--- src/rtl/lsu_mem_ctrl.sv ---
// lsu_mem_ctrl: load/store unit front end for a single-port, word-wide data
// memory. The unit takes one byte, halfword or word access from the pipeline
// and returns exactly one completion pulse for it. Sub-word stores are done
// as read-merge-write. Misaligned or out-of-range accesses complete with a
// fault flag and never touch memory.
//
// Ports
//   clk, rst_n         clock; asynchronous active-low reset
//   req_valid          request present
//   req_write          1 = store, 0 = load
//   req_size           00 byte, 01 halfword, 10 word, 11 illegal (misalign)
//   req_signed         loads: 1 = sign-extend, 0 = zero-extend
//   req_addr           byte address
//   req_wdata          store data, right-justified
//   busy               stall; high in every state except IDLE
//   resp_valid         one-cycle completion pulse
//   resp_rdata         extended load data (0 for stores, faults, and outside resp)
//   misalign, oor      fault flags, valid with resp_valid
//   mem_address        word-aligned address to memory (0 when no access)
//   mem_writeData      write word
//   mem_memWrite       write enable (memory writes on the rising edge)
//   mem_memRead        read enable (mem_readData is combinational)
//   mem_readData       read word from memory
//   fsm_state          current FSM state, for observation only
//
// Handshake: a request transfers on a rising edge where req_valid=1 and
// busy=0. The request fields are latched on that edge, so the pipeline may
// change them afterwards. While busy=1, req_valid is ignored. The single
// response is the cycle where resp_valid=1.
module lsu_mem_ctrl #(
  parameter int MEM_BYTES = 512
) (
  input  logic        clk,
  input  logic        rst_n,
  input  logic        req_valid,
  input  logic        req_write,
  input  logic [1:0]  req_size,
  input  logic        req_signed,
  input  logic [31:0] req_addr,
  input  logic [31:0] req_wdata,
  output logic        busy,
  output logic        resp_valid,
  output logic [31:0] resp_rdata,
  output logic        misalign,
  output logic        oor,
  output logic [31:0] mem_address,
  output logic [31:0] mem_writeData,
  output logic        mem_memWrite,
  output logic        mem_memRead,
  input  logic [31:0] mem_readData,
  output logic [2:0]  fsm_state
);

  typedef enum logic [2:0] {
    S_IDLE  = 3'd0,
    S_LOAD  = 3'd1,
    S_ST_RD = 3'd2,
    S_ST_WR = 3'd3,
    S_RESP  = 3'd4
  } state_t;

  state_t      state;
  logic        write_q;
  logic [1:0]  size_q;
  logic        signed_q;
  logic [31:0] addr_q;
  logic [31:0] wdata_q;
  logic [31:0] merge_q;
  logic [31:0] rdata_q;
  logic        mis_q;
  logic        oor_q;

  // Fault decode on the incoming (not yet latched) request.
  logic [2:0]  size_bytes;
  logic [32:0] end_addr;
  logic        mis_in;
  logic        oor_in;

  always_comb begin
    size_bytes = 3'd0;
    mis_in     = 1'b0;
    case (req_size)
      2'd0: size_bytes = 3'd1;
      2'd1: begin
        size_bytes = 3'd2;
        mis_in     = req_addr[0];
      end
      2'd2: begin
        size_bytes = 3'd4;
        mis_in     = (req_addr[1:0] != 2'b00);
      end
      default: mis_in = 1'b1;
    endcase
    // 33-bit sum so addresses near 2^32 cannot wrap back into range.
    end_addr = {1'b0, req_addr} + {30'd0, size_bytes};
    oor_in   = (end_addr > 33'(MEM_BYTES));
  end

  // Lane extraction for loads and lane merge for sub-word stores, both
  // driven from the latched request.
  logic [4:0]  lane_sh;
  logic [7:0]  ld_byte;
  logic [15:0] ld_half;
  logic [31:0] load_val;
  logic [31:0] merged;

  always_comb begin
    lane_sh = {addr_q[1:0], 3'b000};
    ld_byte = mem_readData[lane_sh +: 8];
    ld_half = addr_q[1] ? mem_readData[31:16] : mem_readData[15:0];
    case (size_q)
      2'd0:    load_val = {{24{signed_q & ld_byte[7]}}, ld_byte};
      2'd1:    load_val = {{16{signed_q & ld_half[15]}}, ld_half};
      default: load_val = mem_readData;
    endcase

    merged = mem_readData;
    case (size_q)
      2'd0: merged[lane_sh +: 8] = wdata_q[7:0];
      2'd1: begin
        if (addr_q[1]) merged[31:16] = wdata_q[15:0];
        else           merged[15:0]  = wdata_q[15:0];
      end
      default: merged = mem_readData;
    endcase
  end

  always_ff @(posedge clk or negedge rst_n) begin
    if (!rst_n) begin
      state    <= S_IDLE;
      write_q  <= 1'b0;
      size_q   <= 2'd0;
      signed_q <= 1'b0;
      addr_q   <= 32'd0;
      wdata_q  <= 32'd0;
      merge_q  <= 32'd0;
      rdata_q  <= 32'd0;
      mis_q    <= 1'b0;
      oor_q    <= 1'b0;
    end else begin
      case (state)
        S_IDLE: begin
          if (req_valid) begin
            write_q  <= req_write;
            size_q   <= req_size;
            signed_q <= req_signed;
            addr_q   <= req_addr;
            wdata_q  <= req_wdata;
            if (mis_in || oor_in) begin
              // Misalign wins, so at most one flag is raised.
              mis_q <= mis_in;
              oor_q <= ~mis_in & oor_in;
              state <= S_RESP;
            end else if (!req_write) begin
              state <= S_LOAD;
            end else if (req_size == 2'd2) begin
              state <= S_ST_WR;
            end else begin
              state <= S_ST_RD;
            end
          end
        end
        S_LOAD: begin
          rdata_q <= load_val;
          state   <= S_RESP;
        end
        S_ST_RD: begin
          merge_q <= merged;
          state   <= S_ST_WR;
        end
        S_ST_WR: state <= S_RESP;
        S_RESP: begin
          // Clearing here keeps the response fields at 0 outside RESP.
          rdata_q <= 32'd0;
          mis_q   <= 1'b0;
          oor_q   <= 1'b0;
          state   <= S_IDLE;
        end
        default: state <= S_IDLE;
      endcase
    end
  end

  // Memory enables decode from state alone, so an asynchronous reset drops
  // them immediately, including a write in progress.
  always_comb begin
    busy          = (state != S_IDLE);
    resp_valid    = (state == S_RESP);
    resp_rdata    = rdata_q;
    misalign      = mis_q;
    oor           = oor_q;
    mem_memRead   = (state == S_LOAD) || (state == S_ST_RD);
    mem_memWrite  = (state == S_ST_WR);
    mem_address   = (mem_memRead || mem_memWrite) ? {addr_q[31:2], 2'b00} : 32'd0;
    mem_writeData = 32'd0;
    if (state == S_ST_WR) mem_writeData = (size_q == 2'd2) ? wdata_q : merge_q;
    fsm_state     = state;
  end

  logic unused_ok;
  assign unused_ok = write_q;

endmodule

--- config.mk ---
export PLATFORM = sky130hd
export DESIGN_NAME = lsu_mem_ctrl
export DESIGN_NICKNAME = d
export VERILOG_FILES = /design/src/rtl/lsu_mem_ctrl.sv
export SDC_FILE = /design/constraint.sdc
export NUM_CORES = 1
export LEC_CHECK = 0
export BUFFER_PORTS_ARGS = -buffer_cell sky130_fd_sc_hd__buf_2
export CAP_MARGIN = 0
export CORE_MARGIN = 8
export CORE_UTILIZATION = 45
export DETAILED_ROUTE_END_ITERATION = 8
export PLACE_DENSITY = 0.7
export SLEW_MARGIN = 25
export SYNTH_ARGS = -nofsm -noshare
export SYNTH_HDL_FRONTEND = slang
export SYNTH_SLANG_ARGS = --single-unit
--- constraint.sdc ---
create_clock -name clk -period 3.5 [get_ports clk]
set_clock_uncertainty 0.2 [all_clocks]
set_input_delay 0.35 -clock clk [delete_from_list [all_inputs] [get_ports clk]]
set_output_delay 0.35 -clock clk [all_outputs]
set_load 0.01 [all_outputs]
==> flow_summary.yaml, run 1 <==
routing:
  wire_per_inst_um: 20.09
  via_per_inst: 5.834
  wirelength_um: 25940
  drc_errors: 0
  antenna_left: 0
  vias: 7532
  first_pass_iters: 5
  first_iter_violations: 527
synthesis:
  synth_cell_types: 72
  ys_seq_elements: 136
  async_flop_share_pct: 100.0
  avgSynthCellArea_um2: 9.515
  netlist_area_um2: 7850
  synthFlopType: "dfrtp_1"
  ys_warn_count: 0
  postSynthCellCount: 825
  synth_seq_area_share_pct: 43.35
  synth_edf_count: 0
critical_path:
  startpoint_type: "primary input"
  setup.worst_path.start: "req_addr[2]"
  cp.required_ps: 3620
  critPathMaxFanout: 4
  end_kind: "flop"
  arrival_ps: 3330
  worstSetupPathType: "in2reg"
  worst-r2r-cell-count: 6
  worstReg2RegStart: "addr_q[1]"
finish:
  antennaDiodeCount: 0
  syn_to_final_growth_pct: 28.93
  final_nets: 1165
  area.sequential_um2: 3403
  postLayoutCoreUtil_pct: 58.92
  drive_above_1_share_pct: 33.68
  multi_input_area_um2: 4199
  fill_cells: 1556
flow_run:
  maxCapViolations: 0
clocking:
  clock_sinks: 136
  cts_tree: "built"
  clkSlewWorstSetupHoldPaths_ps: 60
  cts-buffers-inserted: 17
  clockBufferDepth: 2
  cts-root-buf: "clkbuf_16"
  cts_max_level: 4
  insertion_delay_ps: 420
power:
  powerDensity_nw_per_um2: 437.8
  power.ir.vdd_worst_v: 0.0003279
  power_leakage_uw: 0.004742
die:
  dieArea_um2: 21930
  rows: 48
  io_pins: 208
  core_um2: 17180
  initial_core_util_pct: 45.70
  die_w_um: 148.1
  fp.dieH_um: 148.1
timing:
  hold_viol: 0
  tightest_slew_ps: 1079
  slew_viol_final: 0
  finalSetupViolCount: 0
  relSlewSlack_pct: 27.87
  rsz0062_at_grt: "false"
  fmax_mhz: 311.3
  fin_crit_ps: 3212
  setup_tns_ps: 0
  post-route-period-util_pct: 91.77
place:
  hpwl_um: 18890
  port_buffers: 205
  gp_congestion: 0.9180
global_route:
  met1_usage_pct: 28.87
  first_global_vias: 7724
  grt_busiest_layer: "met2"
  use_met3_pct: 5.500
  antenna_found_initial: 1
  grt_max_degree: 75
  track_usage_pct: 23.77
  grt_pass1_wl_um: 41800
  use_met2_pct: 39.22
  overflow: 0
hold_path:
  holdCritStartpoint: "req_addr[20]"
  hold_depth: 2
  min_path_type: "in2reg"
run_status:
  status: "completed"
==> layout make-up <==
type                    count  area share [%]
flip-flops and latches    136           33.63
clock buffers              20           4.512
well taps                 225           2.782
repair buffers            264           15.59
inverters                  17          0.6305
clock inverters            12           1.372
multi-input cells         617           41.49
==> stage by stage <==
| step | area [um^2] | setup WS, ps | total power (uW) | hold slack, ps | std cells |
|---|---|---|---|---|---|
| after detailed placement | 9136 | 84.38 | 2603 | 171.7 | 1222 |
| after global placement | 9136 | 218.4 | 2584 | 177.2 | 1222 |
| after global routing | 10120 | 12.61 | 4607 | 28.87 | 1291 |
| after CTS | 10090 | 107.7 | 4439 | 9.556 | 1290 |
| after floorplan | 7854 | 570.6 | 2288 | -145.6 | 826 |
| final | 10120 | 288.1 | 4431 | 23.65 | 1291 |
==> state kept, by name (all words and copies together) (netlist names) <==
name	flops
signed_q	1
misalign	1
merge_q	32
fsm_state	3
size_q	2
oor	1
addr_q	32
wdata_q	32
resp_rdata	32
==> cell usage after synthesis, types with 3 or more instances <==
library cell / count / share of area (%)
nor2_1: 77 / 3.7
buf_2: 3 / 0.19
nor3_1: 9 / 0.57
a21o_1: 3 / 0.29
nand2_1: 116 / 5.5
a221oi_1: 36 / 4.0
o21ai_0: 36 / 2.3
mux2_2: 65 / 9.3
ha_1: 8 / 1.3
a22o_1: 16 / 1.8
a311oi_1: 3 / 0.33
nor4_1: 8 / 0.64
nor3b_1: 6 / 0.57
and3_1: 4 / 0.32
nand2b_1: 26 / 2.1
mux2i_1: 9 / 1.1
or2_2: 3 / 0.24
a31o_2: 3 / 0.33
a32o_1: 7 / 0.89
nand3_1: 12 / 0.77
and2_1: 35 / 2.8
dfrtp_1: 136 / 43
inv_1: 16 / 0.77
mux4_2: 8 / 2.3
clkbuf_1: 48 / 2.3
nor2b_1: 7 / 0.56
a211oi_1: 3 / 0.29
nand4_1: 6 / 0.48
o22ai_1: 12 / 0.96
buf_1: 3 / 0.14
a21oi_1: 52 / 3.3
==> power by group <==
group	total (uW)	switching (uW)	internal [uW]	leakage (uW)
registers	1820	119	1700	0.00170
logic	805	461	344	0.00275
clock network	1810	711	1100	0.000292
total	4430	1290	3140	0.00474
==> path summary, 6_finish.rpt <==
check | end | slack, ps
min in group asynchronous | wdata_q[18] | 280
max in group asynchronous | wdata_q[7] | 2010
worst min-delay path | addr_q[20] | 20
worst max register to register | resp_rdata[28] | 790
worst max-delay path | fsm_state[0] | 290
worst min register to register | resp_rdata[1] | 290
==> per-layer routing <==
layer | wire (um) | share of wire, %
met1 | 10180 | 39
met2 | 12460 | 48
met3 | 2278 | 8.8
met4 | 998 | 3.8
met5 | 13 | 0.050
==> layout by cell type (no fill, tap or decap), types with 3 or more instances in the layout <==
cell	n
inv_6	4
nor2b_1	6
nand3_1	11
clkinv_4	3
nand4_1	6
and2_1	35
a211oi_1	3
nand2_1	116
a221oi_1	36
nor4_1	7
dlygate4sd3_1	36
a311oi_1	3
dfrtp_1	136
a31o_2	3
nor3b_1	6
or2_2	3
clkbuf_16	17
buf_4	22
a21oi_1	50
and3_1	4
mux4_2	8
mux2_2	65
o21ai_0	36
o22ai_1	12
a21o_1	3
buf_2	204
inv_1	16
nor3_1	9
a22o_1	16
ha_1	7
mux2i_1	9
nor2_1	75
a32o_1	7
nand2b_1	26
==> kinds of logic (layout without fill, tap and decap cells) <==
| logic type | after synthesis | after routing | share of synthesized area, % |
|---|---|---|---|
| AOI/OAI and AO/OA | 198 | 198 | 18.00 |
| DFF | 136 | 136 | 43.35 |
| and+or+nand+nor | 323 | 323 | 20.26 |
| muxes | 83 | 83 | 12.96 |
| adders and majority gates | 9 | 9 | 1.530 |
| other | 1 | 2 | 0.04777 |
| buffers and inverters | 73 | 313 | 3.634 |
| xor gates and xnor gates | 2 | 2 | 0.2232 |
==> worst max-delay path, stage by stage <==
cell	delay, ps
dlygate4sd3_1	550
buf_2	140
ha_2	370
nand3_2	150
a2111oi_4	470
xnor2_1	150
o311ai_0	130
a211oi_1	290
nand4_1	190
nand2b_4	200
a2111oi_4	350
==> timing repair <==
action,CTS,global route
hold buffers,36,0
endpoints found under the hold margin,97,0
gates resized for setup,0,5
setup endpoints to repair,0,2
setup buffers,0,1
(Power assumes the default switching activity.)
==> run 2: changes to the inputs <==
--- a/config.mk
+++ b/config.mk
@@ -10,6 +10,7 @@
 export CORE_MARGIN = 8
 export CORE_UTILIZATION = 45
 export DETAILED_ROUTE_END_ITERATION = 8
+export GPL_TIMING_DRIVEN = 0
 export PLACE_DENSITY = 0.7
 export SLEW_MARGIN = 25
 export SYNTH_ARGS = -nofsm -noshare
==> run 2 against run 1 <==
Net effect: sequential power about the same; fmax shrank 4.2%; final cell count is 2.3% higher; largest cell class unchanged; die area unchanged; clock power is 2% higher; count of clock-buffer cells in the layout fell by 2; core utilization up 0.24 points.
==> flow_summary.yaml, run 2 (same netlist as run 1, synthesis figures left out) <==
die:
  dieArea_um2: 21930
  die_w_um: 148.1
  rows: 48
  initial_core_util_pct: 45.70
  core_um2: 17180
  io_pins: 208
  fp.dieH_um: 148.1
timing:
  hold_viol: 0
  fin_crit_ps: 3353
  relSlewSlack_pct: 43.14
  fmax_mhz: 298.3
  setup_tns_ps: 0
  post-route-period-util_pct: 95.80
  slew_viol_final: 0
  finalSetupViolCount: 0
  tightest_slew_ps: 845.9
clocking:
  postCtsSetupRepairBufs: 0
  cts_max_level: 4
  clock_sinks: 136
  cts-root-buf: "clkbuf_16"
  cts_tree: "built"
  clkSlewWorstSetupHoldPaths_ps: 60
  insertion_delay_ps: 420
  cts-buffers-inserted: 17
  clockBufferDepth: 2
routing:
  vias: 7638
  wl_met3_um: 2590
  first_iter_violations: 613
  wirelength_um: 26990
  wl_met1_um: 10750
  wl_met2_um: 12690
  via_per_inst: 5.782
  first_pass_iters: 5
  drc_errors: 0
  top_layer: "met5"
  antenna_left: 0
  wire_per_inst_um: 20.43
global_route:
  track_usage_pct: 24.64
  first_global_vias: 7809
  antenna_found_initial: 1
  grt_max_degree: 77
  grt_pass1_wl_um: 42680
  overflow: 0
critical_path:
  startpoint_type: "primary input"
  critPathSlowestCell: "dlygate4sd3_1"
  end_kind: "flop"
  critPathMaxFanout: 4
  path_cells: "dlygate4sd3_1, buf_2, ha_1, nand3_1, a2111oi_4, o211ai_1, nor2b_1, nor4_1, nand4_1, nand2b_4, a2111oi_4"
  cp.required_ps: 3620
  arrival_ps: 3480
  crit_top_cell: "a2111oi_4"
  worstSetupPathType: "in2reg"
  slowest_delay_ps: 550
place:
  port_buffers: 201
  gp_congestion: 0.9441
  placed_cells: 1253
  hpwl_um: 20320
finish:
  final_nets: 1195
  layout_common_cells: "buf_2, dfrtp_1, nand2_1, nor2_1, mux2_2"
  drive_above_1_share_pct: 30.57
  final-instance-count-excl-fill: 1321
  syn_to_final_growth_pct: 29.45
  layout_commonest_cell: "buf_2"
  antennaDiodeCount: 0
run_status:
  status: "completed"
power:
  power_leakage_uw: 0.004701
  powerDensity_nw_per_um2: 441.7
  power.ir.vdd_worst_v: 0.0003615
flow_run:
  maxCapViolations: 0
hold_path:
  min_path_type: "in2reg"
## run 2: cell count changes in the layout (fill, tap and decap cells not counted), moves of 2 or more
cell,change
clkinv_4,-2
clkbuf_1,+48
buf_4,-20
buf_1,+3
clkinvlp_4,+2
clkbuf_8,-2
## run 2: layout make-up
class                   instances  area [um^2]
plain buffers                  56        221.5
clock buffers                  18        429.2
clock inverters                14        171.4
fillers                      1560         7014
inverters                      17        63.81
multi-input cells             617         4188
flip-flops and latches        136         3403
well taps                     225        281.5
repair buffers                238         1404
## run 2: metrics by stage
step / util (%) / worst slack (ps) / power, uW / instance area [um^2] / hold slack, ps
2_1_floorplan: - / 570.6 / 2288 / 7854 / -145.6
3_3_place_gp: 53.22 / -68.90 / 2595 / 9141 / 257.4
6_report: 59.16 / 147.1 / 4489 / 10160 / 13.86
4_1_cts: 59.11 / 63.38 / 4507 / 10150 / 3.783
5_1_grt: 59.16 / -7.637 / 4673 / 10160 / 22.74
3_5_place_dp: 53.51 / -30.11 / 2620 / 9191 / 112.2
## run 2: final timing paths
check | slack, ps | startpoint | endpoint | cells after the start
min in group asynchronous | 240 | rst_n | wdata_q[25] | 2
max reg2reg | 290 | addr_q[1] | merge_q[19] | 8
max | 150 | req_addr[2] | fsm_state[0] | 11
min | 10 | req_size[0] | size_q[0] | 3
min reg2reg | 280 | resp_rdata[15] | resp_rdata[15] | 1
max in group asynchronous | 2130 | rst_n | addr_q[24] | 3
## run 2: what timing repair did
action	CTS	global route
hold buffers	36	0
gates resized for setup	0	2
endpoints found under the setup margin	0	4
endpoints found under the hold margin	95	0
## run 2: routing by layer
metal	track usage, %	vias to the layer above
li1	-	3508
met1	30.57	3691
met2	39.52	363
met3	7.536	74
met4	9.587	2
met5	0	-
## run 2: worst max-delay path, delay by kind of cell
kind,cells,cell delay [ps]
and+or+nand+nor,5,1140
AOI/OAI and AO/OA,3,940
buffers and inverters,2,700
adders and majority gates,1,360
## run 2: report_power, final
part	internal, uW	switching [uW]	leakage [uW]	total (uW)
logic	342	484	0.00271	826
registers	1700	115	0.00170	1820
clock network	1130	722	0.000287	1850
